--- src/rtl/t84c_idu_pkg.sv ---
// Shared definitions for the IDU address stage: operation encodings, FSM states
// and the default datapath width.
package t84c_idu_pkg;

    localparam int IDU_W_DEFAULT = 16;
    localparam int IDU_GROUP_W   = 4;

    typedef enum logic [1:0] {
        OP_PASS = 2'b00,
        OP_INC  = 2'b01,
        OP_DEC  = 2'b10,
        OP_RSVD = 2'b11
    } idu_op_e;

    typedef enum logic [1:0] {
        ST_IDLE = 2'b00,
        ST_CALC = 2'b01,
        ST_HOLD = 2'b10
    } idu_state_e;

    function automatic logic op_counts(input logic [1:0] op);
        return (op == OP_INC) || (op == OP_DEC);
    endfunction

endpackage

--- src/rtl/idu_carry.sv ---
// W-bit incrementer/decrementer built from 4-bit lookahead groups.
// carry_out is the carry (INC) or borrow (DEC) out of the top bit.
module idu_carry
    import t84c_idu_pkg::*;
#(
    parameter int W = IDU_W_DEFAULT
) (
    input  logic [W-1:0] operand,
    input  logic [1:0]   op,
    output logic [W-1:0] result,
    output logic         carry_out
);

    localparam int NG = (W + IDU_GROUP_W - 1) / IDU_GROUP_W;
    localparam int PW = NG * IDU_GROUP_W;

    logic          is_dec;
    logic          cin;
    logic [PW-1:0] t_pad;
    logic [PW-1:0] s_pad;
    logic [NG-1:0] grp_p;
    logic [NG:0]   grp_c;

    assign is_dec = (op == OP_DEC);
    assign cin    = op_counts(op);

    // Decrement is done as ~(~x + 1); padding with ones lets the top group's
    // carry-out stand for the carry out of bit W-1.
    always_comb begin
        t_pad          = '1;
        t_pad[W-1:0]   = is_dec ? ~operand : operand;
    end

    always_comb begin
        grp_p = '0;
        for (int g = 0; g < NG; g++) begin
            grp_p[g] = &t_pad[g*IDU_GROUP_W +: IDU_GROUP_W];
        end
    end

    // Each group carry is cin ANDed with every lower group's propagate.
    always_comb begin
        logic run;
        run      = cin;
        grp_c    = '0;
        grp_c[0] = cin;
        for (int g = 0; g < NG; g++) begin
            run        = run & grp_p[g];
            grp_c[g+1] = run;
        end
    end

    always_comb begin
        logic c;
        s_pad = '0;
        c     = 1'b0;
        for (int g = 0; g < NG; g++) begin
            c = grp_c[g];
            for (int b = 0; b < IDU_GROUP_W; b++) begin
                s_pad[g*IDU_GROUP_W + b] = t_pad[g*IDU_GROUP_W + b] ^ c;
                c = c & t_pad[g*IDU_GROUP_W + b];
            end
        end
    end

    assign result    = is_dec ? ~s_pad[W-1:0] : s_pad[W-1:0];
    assign carry_out = grp_c[NG];

endmodule

--- src/rtl/idu_addr_stage.sv ---
// Address increment/decrement stage between the register file and write-back,
// with a valid/ready handshake on each side and one result per two cycles.
module idu_addr_stage
    import t84c_idu_pkg::*;
#(
    parameter int W = IDU_W_DEFAULT
) (
    input  logic         CLK,
    input  logic         n_RES,
    input  logic         in_valid,
    output logic         in_ready,
    input  logic [W-1:0] in_addr,
    input  logic [1:0]   in_op,
    output logic         out_valid,
    input  logic         out_ready,
    output logic [W-1:0] out_addr,
    output logic         out_zero,
    output logic         out_wrap,
    output logic         busy
);

    idu_state_e   state;
    idu_state_e   state_next;
    logic [W-1:0] opnd_addr;
    logic [1:0]   opnd_op;
    logic [W-1:0] calc_result;
    logic         calc_wrap;
    logic         accept;

    idu_carry #(.W(W)) u_carry (
        .operand   (opnd_addr),
        .op        (opnd_op),
        .result    (calc_result),
        .carry_out (calc_wrap)
    );

    always_comb begin
        state_next = state;
        in_ready   = 1'b0;
        case (state)
            ST_IDLE: begin
                in_ready = 1'b1;
                if (in_valid) state_next = ST_CALC;
            end
            ST_CALC: begin
                state_next = ST_HOLD;
            end
            ST_HOLD: begin
                // Result held until write-back takes it; a waiting operand
                // is accepted on that same edge.
                if (out_ready) begin
                    in_ready   = 1'b1;
                    state_next = in_valid ? ST_CALC : ST_IDLE;
                end
            end
            default: begin
                state_next = ST_IDLE;
            end
        endcase
    end

    assign accept    = in_valid & in_ready;
    assign out_valid = (state == ST_HOLD);
    assign busy      = (state != ST_IDLE);

    always_ff @(posedge CLK) begin
        if (!n_RES) begin
            state     <= ST_IDLE;
            opnd_addr <= '0;
            opnd_op   <= OP_PASS;
            out_addr  <= '0;
            out_zero  <= 1'b0;
            out_wrap  <= 1'b0;
        end else begin
            state <= state_next;
            if (accept) begin
                opnd_addr <= in_addr;
                opnd_op   <= in_op;
            end
            if (state == ST_CALC) begin
                out_addr <= calc_result;
                out_zero <= (calc_result == '0);
                out_wrap <= calc_wrap;
            end
        end
    end

endmodule

--- config.mk ---
export PLATFORM = sky130hd
export DESIGN_NAME = idu_addr_stage
export DESIGN_NICKNAME = d
export VERILOG_FILES = /design/src/rtl/t84c_idu_pkg.sv /design/src/rtl/idu_carry.sv /design/src/rtl/idu_addr_stage.sv
export SDC_FILE = /design/constraint.sdc
export NUM_CORES = 1
export LEC_CHECK = 0
export CAP_MARGIN = 20
export CORE_MARGIN = 8
export CORE_UTILIZATION = 50
export DETAILED_ROUTE_END_ITERATION = 8
export GPL_TIMING_DRIVEN = 0
export HOLD_SLACK_MARGIN = 0.08
export PLACE_DENSITY = 0.78
export REMOVE_ABC_BUFFERS = 1
export SYNTH_ARGS = -nofsm -noshare
export SYNTH_HDL_FRONTEND = slang
export SYNTH_SLANG_ARGS = --single-unit
--- constraint.sdc ---
create_clock -name CLK -period 5.31 [get_ports CLK]
set_input_delay 0.531 -clock CLK [delete_from_list [all_inputs] [get_ports CLK]]
set_output_delay 0.531 -clock CLK [all_outputs]
set_load 0.05 [all_outputs]
# Yosys cells after proc, flatten, opt, wreduce, memory -nomap -nowiden
# Cells that the tools add are included.
# op_classes
bitwise	35
n_mux	8
eq_ne	6
reduce_logical	9
# op_table
op	n
$mux W16	2
$not A16 Y16	2
$and A1 B1 Y1	17
$logic_not A16 Y1	1
$reduce_and A4 Y1	4
$xor A1 B1 Y1	16
$pmux W2 S3	1
$eq A2 B1 Y1 const B	2
$eq A2 B2 Y1 const B	2
$mux W2	2
$logic_not A2 Y1	1
$mux W1	2
$ne A2 B1 Y1 const B	1
$ne A2 B2 Y1 const B	1
$pmux W1 S2	1
$reduce_and A2 Y1	1
$reduce_bool A2 Y1	1
$logic_or A1 B1 Y1	1
# word_totals
in_bits	22
regBits	38
wordCells	64

# Logic depth before layout (Yosys ltp)
# Gate-level depths: netlist of the first run.
# depth
word_depth	13
mapped_depth	16
mapped_depth_nobuf	15

# Modules after synthesis
# From an unflattened synthesis of the first run, not the netlist that was laid out.
# unflattened
hier_cells	247
area_unflattened_um2	2187.1
# modules_own_cells
mod	instances	area_each_um2	cells_per_inst
idu_addr_stage	1	1589.0	181
idu_carry	1	598.1	66

# Worst setup path after synthesis of the first run
# Ideal clock, no wire load.
# synth_path
path_type	register to register
startpoint	reg opnd_op[0]
endpoint	reg out_zero
required_ns	5.240
arrival_time_ns	2.907
path_slack_ns	2.333
setup_time_ns	0.070
stages_incl_launch_ff	15
path_buffers	4
synth_period_minus_slack_ns	2.977
path_cell_list	dfxtp_1 -> inv_1 -> ha_1 -> buf_6 -> buf_2 -> buf_4 -> buf_4 -> xor2_1 -> ha_1 -> ha_1 -> ha_1 -> or4_1 -> a22oi_1 -> nand4_1 -> a21boi_1
# synth_between
elab_chain_len	13
# synth_lines
item	line	text
start: declaration	idu_addr_stage.sv:25	logic [1:0] opnd_op;
start signal: assignment	idu_addr_stage.sv:78	opnd_op <= in_op;
$eq A2 B2 Y1	t84c_idu_pkg.sv:22, idu_carry.sv:24	
$mux W16	idu_carry.sv:31	t_pad[W-1:0] = is_dec ? ~operand : operand;
$reduce_and A4 Y1	idu_carry.sv:37	grp_p[g] = &t_pad[g*IDU_GROUP_W +: IDU_GROUP_W];
$and A1 B1 Y1 (3 in series)	idu_carry.sv:48	run = run & grp_p[g];
$and A1 B1 Y1 (3 in series)	idu_carry.sv:61	c = c & t_pad[g*IDU_GROUP_W + b];
$xor A1 B1 Y1	idu_carry.sv:60	s_pad[g*IDU_GROUP_W + b] = t_pad[g*IDU_GROUP_W + b] ^ c;
$not A16 Y16	idu_carry.sv:66	assign result = is_dec ? ~s_pad[W-1:0] : s_pad[W-1:0];
$mux W16 (*)	idu_carry.sv:66	
$logic_not A16 Y1 (*)	idu_addr_stage.sv:82	out_zero <= (calc_result == '0);
end signal: assignment	idu_addr_stage.sv:82	
end: declaration	idu_addr_stage.sv:17	output logic out_zero,
# Mark *: on every way between the ends. The rest lies on a longest branch, timed or not.
# A chain may end at the register's enable or synchronous reset.

# Final worst setup path of the first run
# Ends and elaborated chain as after synthesis.

==> out/summary.txt, run 1 <==
Root Buffer -> clkbuf_8
Worst stage delay on the critical path -> 0.77 ns
Slew @ Worst Pin -> 0.9006 ns
RSZ-0062 raised after global routing -> false
Core area -> 0.004000 mm2
Die height -> 80.32 um
Crit path time final -> 3.511 ns
Die area -> 0.006451 mm2
Critical-path cell list -> inv_1, ha_2, or2_0, nor2_1, a21oi_1, nor3_1, ha_1, ha_1, ha_1, or4_1, a22oi_1, nand4_1, a21boi_1
Top cells by count, synth -> dfxtp_1, nor2b_1, mux2i_1, xor2_1
WS Path Type -> reg -> reg
Worst EP arrival -> 3.74 ns
P&R area growth vs syn -> 27.65%
Clk sinks -> 38
Post-synth top area cell -> dfxtp_1
Multi-input gate area -> 0.001220 mm2
Final hold vios -> 0
Row count -> 23
Worst-Skew Late Latency -> 0.29 ns
Synth area leaders -> dfxtp_1, mux2i_1, ha_1
CP most frequent cell -> ha_1
Max Clock Freq -> 284.8 MHz
Synthesized area per cell -> 9.665 um2
# Max-Cap Violations -> 0
Antenna Nets Post-Route -> 0
Mapped cell area -> 0.002068 mm2
Htree depth -> 2
Bufs and invs on worst path -> 1
IO Pins -> 43
Worst path required time -> 5.54 ns
R2r worst-path depth -> 13
Cells resized by post-CTS repair -> 0
Setup TNS -> 0 ns
Vias per Instance -> 5.194
Synthesis Warnings -> 0
Post-synth top area share -> 36.78%
Crit path from -> opnd_op[0]
Inserted Clock Buffers -> 5
Post-synth EDFFs -> 0
Final Cycle Share -> 66.12%
Reg-to-Reg Start -> opnd_op[0]
Die X -> 80.32 um
Crit path max fanout -> 36
Largest net degree at the start of global routing -> 40
Grt ovf -> 0
FILL cells -> 367
Share of cells above drive strength 1 -> 6.693%
End point of the critical path -> out_zero
GR Layer Usage met2 -> 23.69%
Drt drc -> 0
Placed wire-length estimate -> 3.130 mm
Count leader, synth -> dfxtp_1
Vias in the first global route -> 1590
Routed length per instance -> 13.98 um
Slew Limit Headroom -> 39.96%
N_diodes -> 0
Sequential Area -> 760.7 um2
Register area share after synthesis -> 36.78%
Wirelength, routed -> 4.250 mm
First-pass GRT wire length -> 7.196 mm
Initial Util -> 51.70%
Hold Path Class -> reg -> reg
Slowest-stage cell, CP -> ha_2
Nets@finish -> 288
CP Capture Type -> flip-flop
FF-to-FF setup slack -> 1.80 ns
Initial antenna violation count -> 0
DRC marker count from the first detailed-route iteration -> 67
GR Layer Usage met1 -> 16.07%
Cell Count, Final, Fillers Out -> 304
Netlist cell types -> 33
Crit path depth -> 13
Top Usage Layer GRT -> met2
Synth Instances -> 214
Hold Buf Count CTS -> 0
Pwr dens -> 287.5 mW/mm2
Outcome -> complete, no violations
Final slew viol count -> 0
Clock buffer depth -> 2
Clock transition at path regs -> 0.08 ns
Met3 Use GR -> 4.464%
Worst reg2reg path endpoint -> out_zero
Setup violators final -> 0
P_leak -> 1.241 nW
RePlAce Congestion -> 0.7832
CP top delay family -> adder cells
VDD IR-drop max -> 0.1572 mV
Top FF cell, synth -> dfxtp_1
Drt pass-1 iters -> 4
# port buffers -> 42
Placed cells -> 295
Post-synth ARST share -> 0%
# Post-CTS Setup Buffers -> 0
CTS tree -> done
Setup Skew -> 0.007862 ns
Synthesized flop and latch total -> 38
Worst setup SP type -> flip-flop
Gr usage total -> 13.77%
Routed vias -> 1579
registers in the layout, summed over array words and instances, names as in the netlist:
signal / cells
out_addr: 16
opnd_addr: 16
state: 2
opnd_op: 2
out_wrap: 1
out_zero: 1
layer usage:
layer | wire, um | up-vias
li1 | - | 815
met2 | 1990 | 32
met1 | 1967 | 726
met4 | 38 | 0
met3 | 254 | 6
met5 | 0 | -
stage by stage:
| step | worst slack (ns) | hold WS, ns | util (%) | cell area [um2] | total power [W] |
|---|---|---|---|---|---|
| after floorplan | 1.809 | 0.4826 | - | 1986 | 0.0004617 |
| after global placement | 1.059 | 0.4621 | 61.71 | 2469 | 0.0005219 |
| after detailed placement | 1.821 | 0.4629 | 62.90 | 2516 | 0.0005281 |
| after CTS | 1.783 | 0.4741 | 65.62 | 2625 | 0.0007666 |
| after global routing | 1.501 | 0.5116 | 66.00 | 2640 | 0.0007960 |
| final | 1.799 | 0.4760 | 66.00 | 2640 | 0.0007590 |
placed cells by master (no fill, tap or decap), types with 3 or more instances in the layout:
cell type	count
nor3b_1	4
clkdlybuf4s50_1	42
dfxtp_1	38
xnor2_1	11
nor2_1	13
ha_1	12
or4_1	4
nand4_1	7
inv_1	3
nand2_1	12
o211a_1	11
xor2_1	17
clkbuf_8	5
nor4_1	3
mux2i_1	21
nor2b_1	22
logic make-up after synthesis:
family	share of synthesized area, %
AO/OA/AOI/OAI	7.502
flip-flops	36.78
XOR/XNOR	11.86
adder cells (fa/ha/maj)	7.865
buffers and inverters	4.718
multiplexers	10.16
AND/OR/NAND/NOR	21.11
worst min-delay path by stage:
stage | slack, ns | startpoint | endpoint | cells after the start
floorplan | 0.48 | opnd_op[0] | opnd_op[0] | 2
global placement | 0.46 | out_zero | out_zero | 2
detailed placement | 0.46 | out_zero | out_zero | 2
CTS | 0.47 | out_zero | out_zero | 2
global route | 0.51 | out_zero | out_zero | 2
finish | 0.48 | out_zero | out_zero | 2
tightest hold or removal path: stages, from the launching register on:
cell and delay [ns]:
dfxtp_1 0.33, nand2_1 0.06, a21boi_1 0.05
power by group:
part	switching, W	internal [W]
logic	0.000108	0.0000930
clock network	0.0000988	0.000138
registers	0.0000163	0.000304
cell type report:
cell class / count / share of cell area (%)
Clock buffer: 5 / 2.607
Clock inverter: 3 / 1.517
Inverter: 4 / 0.5687
Multi-Input combinational cell: 158 / 46.21
Sequential cell: 38 / 28.82
Tap cell: 50 / 2.370
Timing Repair Buffer: 46 / 17.91
Power figures use the tool's default switching activity.
==> inputs of run 2 (changes only) <==
CORE_UTILIZATION = 46   (was 50)
PLACE_DENSITY = 0.76   (was 0.78)
clock period = 3.1 ns   (was 5.31 ns; I/O delays follow)
==> run 2 against run 1 <==
Compared with the run above:
- critical endpoint unchanged
- final area increased by 2.3%
- die area is 6.9% higher
- flip-flop and latch count unchanged
- total power rose by 73%
- count of clock-buffer cells in the layout unchanged
- largest cell class unchanged
==> out/summary.txt, run 2 (synthesis results as in run 1) <==
RePlAce Congestion -> 0.7701 (was 0.7832)
Slew Limit Headroom -> 38.88% (was 39.96%)
P&R area growth vs syn -> 30.61% (was 27.65%)
Vias in the first global route -> 1590 (unchanged)
Share of cells above drive strength 1 -> 8.846% (was 6.693%)
Slew @ Worst Pin -> 0.9129 ns (was 0.9006 ns)
P_sw -> 0.0003854 W (was 0.0002236 W)
Crit path max fanout -> 3 (was 36)
WHS -> 0.4582 ns (was 0.4760 ns)
Top Registers -> opnd_addr x16, out_addr x16 (unchanged)
Max Clock Freq -> 344.7 MHz (was 284.8 MHz)
Setup Skew -> 0.008972 ns (was 0.007862 ns)
Worst EP arrival -> 3.13 ns (was 3.74 ns)
Seq pwr share -> 41.9% (was 42.2%)
Clock transition at path regs -> 0.08 ns (about the same)
CP Capture Type -> flip-flop (unchanged)
Antenna Nets Post-Route -> 0 (unchanged)
Area after DPL -> 0.002507 mm2 (was 0.002516 mm2)
VDD IR-drop max -> 0.3284 mV (was 0.1572 mV)
Wirelength, routed -> 4.090 mm (was 4.250 mm)
Commonest non-fill, non-tap cells in the layout -> clkdlybuf4s50_1, dfxtp_1, nor2b_1 (unchanged)
Outcome -> complete, no violations (unchanged)
Gr usage total -> 11.92% (was 13.77%)
Hold Path Class -> reg -> reg (unchanged)
R2r worst-path depth -> 13 (unchanged)
Sw Ratio -> 29.42% (was 29.46%)
IO Pins -> 43 (unchanged)
Core area -> 0.004354 mm2 (was 0.004000 mm2)
Final hold vios -> 0 (unchanged)
Grt ovf -> 0 (unchanged)
Crit path time final -> 2.901 ns (was 3.511 ns)
Crit path from -> opnd_op[0] (unchanged)
Largest net degree at the start of global routing -> 40 (unchanged)
Combinational share of power -> 26.7% (was 26.5%)
Pre-CTS setup slack -> -0.3254 ns (was 1.821 ns)
Pwr dens -> 484.9 mW/mm2 (was 287.5 mW/mm2)
Die area -> 0.006898 mm2 (was 0.006451 mm2)
Drt pass-1 iters -> 4 (unchanged)
First-pass GRT wire length -> 7.031 mm (was 7.196 mm)
Worst path required time -> 3.33 ns (was 5.54 ns)
Most common cell after layout, fill and taps aside -> clkdlybuf4s50_1 (unchanged)
Setup violators final -> 0 (unchanged)
Worst reg2reg path endpoint -> out_zero (unchanged)
WS Path Type -> reg -> reg (unchanged)
Routed length per instance -> 13.11 um (was 13.98 um)
Initial Util -> 47.50% (was 51.70%)
End point of the critical path -> out_zero (unchanged)
Root Buffer -> clkbuf_8 (unchanged)
# Max-Cap Violations -> 0 (unchanged)
Die height -> 83.06 um (was 80.32 um)
Row count -> 24 (was 23)
CP most frequent cell -> ha_1 (unchanged)
Vias per Instance -> 5.087 (was 5.194)
# port buffers -> 42 (unchanged)
Final slew viol count -> 0 (unchanged)
Routed vias -> 1587 (was 1579)
Reg-to-Reg Start -> opnd_op[0] (unchanged)
Inserted Clock Buffers -> 5 (unchanged)
Slowest-stage cell, CP -> or4_1 (was ha_2)
Final WS setup -> 0.1988 ns (was 1.799 ns)
Htree depth -> 2 (unchanged)
Initial antenna violation count -> 0 (unchanged)
DRC marker count from the first detailed-route iteration -> 42 (was 67)
Nets@finish -> 294 (was 288)
Total internal power -> 0.0009245 W (was 0.0005354 W)
RSZ-0062 raised after global routing -> false (unchanged)
Worst setup SP type -> flip-flop (unchanged)
Die X -> 83.06 um (was 80.32 um)
Fin area -> 0.002701 mm2 (was 0.002640 mm2)
Worst-Skew Late Latency -> 0.29 ns (about the same)
Drt drc -> 0 (unchanged)
Clk sinks -> 38 (unchanged)
Clock buffer depth -> 2 (unchanged)
Worst stage delay on the critical path -> 0.52 ns (was 0.77 ns)
Critical-path cell list -> inv_1, ha_4, or2_0, nor2_1, a21oi_1, nor3_1, ha_1, ha_1, ha_1, or4_1, a22oi_1, nand4_1, a21boi_1 (was inv_1, ha_2, or2_0, nor2_1, a21oi_1, nor3_1, ha_1, ha_1, ha_1, or4_1, a22oi_1, nand4_1, a21boi_1)
Setup TNS -> 0 ns (unchanged)
P_leak -> 1.276 nW (was 1.241 nW)
FF-to-FF setup slack -> 0.20 ns (was 1.80 ns)
N_diodes -> 0 (unchanged)
Clk pwr share -> 31.4% (was 31.2%)
CTS tree -> done (unchanged)
Final Cycle Share -> 93.59% (was 66.12%)
Placed wire-length estimate -> 2.920 mm (was 3.130 mm)
run 2: cell count changes in the layout (fill, tap and decap cells not counted):
cell | previous run | this run
buf_4 | 0 | 6
buf_6 | 2 | 1
buf_8 | 2 | 3
ha_2 | 1 | 0
ha_4 | 0 | 1
run 2: layout make-up:
class,count,area (um2)
clock buffer,5,68.82
clock inverter,3,40.04
fill,375,1653
timing repair buffer,52,521.8
sequential,38,760.7
inverter,4,15.01
tap,52,65.06
multi-input combinational,158,1230
run 2: layer usage:
layer	wire length [um]	vias to the layer above	track usage, %
met5	0	-	0
met4	46	0	2.875
met3	232	5	5.176
met2	1973	31	20.72
met1	1838	726	12.88
li1	-	825	-
run 2: what timing repair did:
action,CTS,global route
resized for setup,1,0
hold buffers,0,0
setup buffers,1,6
setup endpoints to repair,1,1
run 2: critical path, delay by kind of cell (launching register included):
| family | cells | cell delay (ns) |
|---|---|---|
| DFF | 1 | 0.34 |
| buffers and inverters | 1 | 0.07 |
| and+or+nand+nor | 5 | 0.88 |
| AOI/OAI and AO/OA | 3 | 0.56 |
| adders and majority gates | 4 | 1.01 |
run 2: worst min path at each step:
| stage | startpoint | endpoint | slack (ns) | cells after the start |
|---|---|---|---|---|
| floorplan | n_RES | state[1] | 0.43 | 1 |
| global placement | out_zero | out_zero | 0.44 | 2 |
| detailed placement | out_zero | out_zero | 0.45 | 2 |
| CTS | out_zero | out_zero | 0.46 | 2 |
| global route | out_zero | out_zero | 0.48 | 2 |
| finish | out_zero | out_zero | 0.46 | 2 |
run 2: power by group through the flow:
stage / Clock [W] / Combinational [W] / Sequential, W
2_1_floorplan: 0 / 0.000182 / 0.000609
5_1_grt: 0.000449 / 0.000382 / 0.000554
4_1_cts: 0.000421 / 0.000345 / 0.000549
3_5_place_dp: 0 / 0.000338 / 0.000560
6_report: 0.000411 / 0.000350 / 0.000549
3_3_place_gp: 0 / 0.000334 / 0.000559
run 2: metrics by stage:
step	util [%]	power [W]	instances
floorplan	-	0.0007909	200
global placement	56.75	0.0008931	294
detailed placement	57.59	0.0008979	296
CTS	60.66	0.001315	305
global route	62.04	0.001386	312
finish	62.04	0.001310	312
==> inputs of run 3 (changes only) <==
CORE_UTILIZATION = 50   (was 46)
DONT_BUFFER_PORTS = 1   (was default)
PLACE_DENSITY = 0.68   (was 0.76)
==> run 3 against run 2 <==
Compared with the run above:
- die area fell by 6.5%
- combinational power decreased by 35%
- worst setup slack better by 0.035 ns
- total power shrank 6.1%
- critical path type unchanged
- first-iteration DRC count increased by 50%
- wire length increased by 5.0%
- flip-flop and latch count did not move
- maximum frequency up 1.2%
- final area down 16%
- global-route usage is 1.6 points higher
- largest power group unchanged
- sequential share of layout area up 5.4 points
- core utilization down 5.3 points
==> out/summary.txt, run 3 (synthesis results as in run 1) <==
Commonest non-fill, non-tap cells in the layout -> dfxtp_1, nor2b_1, mux2i_1 (was clkdlybuf4s50_1, dfxtp_1, nor2b_1)
Die area -> 0.006451 mm2 (was 0.006898 mm2)
Slew Limit Headroom -> 37.06% (was 38.88%)
First-pass GRT wire length -> 6.762 mm (was 7.031 mm)
Setup violators final -> 0 (unchanged)
Tot Pwr -> 0.001230 W (was 0.001310 W)
Bufs and invs on worst path -> 1 (unchanged)
Reg-to-Reg Start -> opnd_op[0] (unchanged)
Initial Util -> 51.70% (was 47.50%)
Clock buffer depth -> 2 (unchanged)
Initial antenna violation count -> 0 (unchanged)
RePlAce Congestion -> 0.7585 (was 0.7701)
Placed cells -> 252 (was 296)
Slowest-stage cell, CP -> or4_1 (unchanged)
DRC marker count from the first detailed-route iteration -> 63 (was 42)
Hold path start -> n_RES (was out_zero)
P_leak -> 1.113 nW (was 1.276 nW)
R2r worst-path depth -> 13 (unchanged)
Pwr dens -> 542.1 mW/mm2 (was 484.9 mW/mm2)
Final Cycle Share -> 92.46% (was 93.59%)
# port buffers -> 0 (was 42)
Largest net degree at the start of global routing -> 40 (unchanged)
Hold Path Class -> in -> reg (was reg -> reg)
Setup Skew -> 0.003095 ns (was 0.008972 ns)
Hold depth -> 1 (was 2)
Final slew viol count -> 0 (unchanged)
Share of cells above drive strength 1 -> 10.60% (was 8.846%)
Antenna Nets Post-Route -> 0 (unchanged)
WS Path Type -> reg -> reg (unchanged)
Worst stage delay on the critical path -> 0.50 ns (was 0.52 ns)
Drt pass-1 iters -> 4 (unchanged)
Hold Buf Count CTS -> 0 (unchanged)
# Max-Cap Violations -> 0 (unchanged)
VDD IR-drop max -> 0.3424 mV (was 0.3284 mV)
Crit path time final -> 2.866 ns (was 2.901 ns)
Setup TNS -> 0 ns (unchanged)
Die X -> 80.32 um (was 83.06 um)
Worst reg2reg path endpoint -> out_zero (unchanged)
Max Clock Freq -> 348.9 MHz (was 344.7 MHz)
Placed wire-length estimate -> 3.120 mm (was 2.920 mm)
Most common cell after layout, fill and taps aside -> dfxtp_1 (was clkdlybuf4s50_1)
WHS -> 0.1439 ns (was 0.4582 ns)
IO Pins -> 43 (unchanged)
Root Buffer -> clkbuf_8 (unchanged)
Vias per Instance -> 5.547 (was 5.087)
RSZ-0062 raised after global routing -> false (unchanged)
Cell Count, Final, Fillers Out -> 267 (was 312)
Nets@finish -> 251 (was 294)
Clock transition at path regs -> 0.07 ns (was 0.08 ns)
P&R area growth vs syn -> 9.680% (was 30.61%)
N_diodes -> 0 (unchanged)
Worst path required time -> 3.33 ns (about the same)
Critical-path cell list -> inv_1, ha_4, or2_0, nor2_1, a21oi_2, nor3_1, ha_1, ha_1, ha_1, or4_1, a22oi_1, nand4_1, a21boi_1 (was inv_1, ha_4, or2_0, nor2_1, a21oi_1, nor3_1, ha_1, ha_1, ha_1, or4_1, a22oi_1, nand4_1, a21boi_1)
Htree depth -> 2 (unchanged)
Worst EP arrival -> 3.09 ns (was 3.13 ns)
Worst setup SP type -> flip-flop (unchanged)
Final hold vios -> 0 (unchanged)
Outcome -> complete, no violations (unchanged)
Top Registers -> opnd_addr x16, out_addr x16 (unchanged)
Slew @ Worst Pin -> 0.9421 ns (was 0.9129 ns)
Crit path max fanout -> 3 (unchanged)
Multi-input gate area -> 0.001234 mm2 (was 0.001230 mm2)
Row count -> 23 (was 24)
Core area -> 0.004000 mm2 (was 0.004354 mm2)
Grt ovf -> 0 (unchanged)
Wirelength, routed -> 4.296 mm (was 4.090 mm)
Die height -> 80.32 um (was 83.06 um)
FILL cells -> 341 (was 375)
Vias in the first global route -> 1464 (was 1590)
Sequential Area -> 760.7 um2 (unchanged)
Drt drc -> 0 (unchanged)
Routed length per instance -> 16.09 um (was 13.11 um)
CP Capture Type -> flip-flop (unchanged)
Min-Delay Endpoint -> out_addr[8] (was out_zero)
Gr usage total -> 13.56% (was 11.92%)
CP most frequent cell -> ha_1 (unchanged)
CP top delay family -> simple AND/OR/NAND/NOR gates (was adder cells)
Worst-Skew Late Latency -> 0.29 ns (about the same)
Routed vias -> 1481 (was 1587)
Clk sinks -> 38 (unchanged)
FF-to-FF setup slack -> 0.23 ns (was 0.20 ns)
Inserted Clock Buffers -> 5 (unchanged)
CTS tree -> done (unchanged)
[run 3: cell count changes in the layout (fill, tap and decap cells not counted)]
cell and change:
clkdlybuf4s50_1 -42, clkbuf_8 +3, clkinv_2 -2, a21oi_1 -1
a21oi_2 +1, buf_8 -1, bufinv_16 -1
[run 3: timing repair]
| action | CTS | global route |
|---|---|---|
| setup endpoints to repair | 1 | 1 |
| pin swaps | 0 | 0 |
| gates resized for setup | 1 | 1 |
| setup buffers | 1 | 6 |
[run 3: final cells by class]
| class | count | area share [%] |
|---|---|---|
| Clock buffer | 8 | 4.854 |
| Inverter | 4 | 0.6619 |
| Multi-Input combinational cell | 158 | 54.38 |
| Sequential cell | 38 | 33.54 |
| Tap cell | 50 | 2.758 |
| Timing Repair Buffer | 9 | 3.806 |
[run 3: how the worst max path moves through the flow]
stage               start        to  slack (ns)  cells past startpoint
2_1_floorplan  opnd_op[0]  out_zero       -0.40                     13
3_3_place_gp   opnd_op[0]  out_zero       -0.72                     13
3_5_place_dp   opnd_op[0]  out_zero       -0.31                     13
4_1_cts        opnd_op[0]  out_zero         0.1                     13
5_1_grt        opnd_op[0]  out_zero       0.007                     13
6_report       opnd_op[0]  out_zero        0.23                     13
[run 3: metal layers]
| layer | global-route usage [%] | vias to the layer above | wire [um] | part of all wire [%] |
|---|---|---|---|---|
| li1 | - | 742 | - | - |
| met1 | 13.55 | 692 | 1703 | 40 |
| met2 | 22.55 | 38 | 2083 | 48 |
| met3 | 6.138 | 9 | 399 | 9.3 |
| met4 | 8.364 | 0 | 110 | 2.6 |
| met5 | 0 | - | 0 | 0 |
[run 3: power breakdown]
group	switching [W]	leakage (nW)	internal [W]	total [W]
sequential	0.0000865	0.312	0.000521	0.000608
combinational	0.000116	0.743	0.000113	0.000229
clock	0.000168	0.0575	0.000224	0.000393
total	0.000371	1.11	0.000859	0.00123
[run 3: stage by stage]
| stage | setup slack, ns | util, % | cell area (um2) |
|---|---|---|---|
| 2_1_floorplan | -0.4010 | - | 1986 |
| 6_report | 0.2336 | 56.71 | 2268 |
| 3_5_place_dp | -0.3145 | 52.11 | 2085 |
| 3_3_place_gp | -0.7176 | 51.20 | 2048 |
| 5_1_grt | 0.007327 | 56.71 | 2268 |
| 4_1_cts | 0.09693 | 55.49 | 2220 |
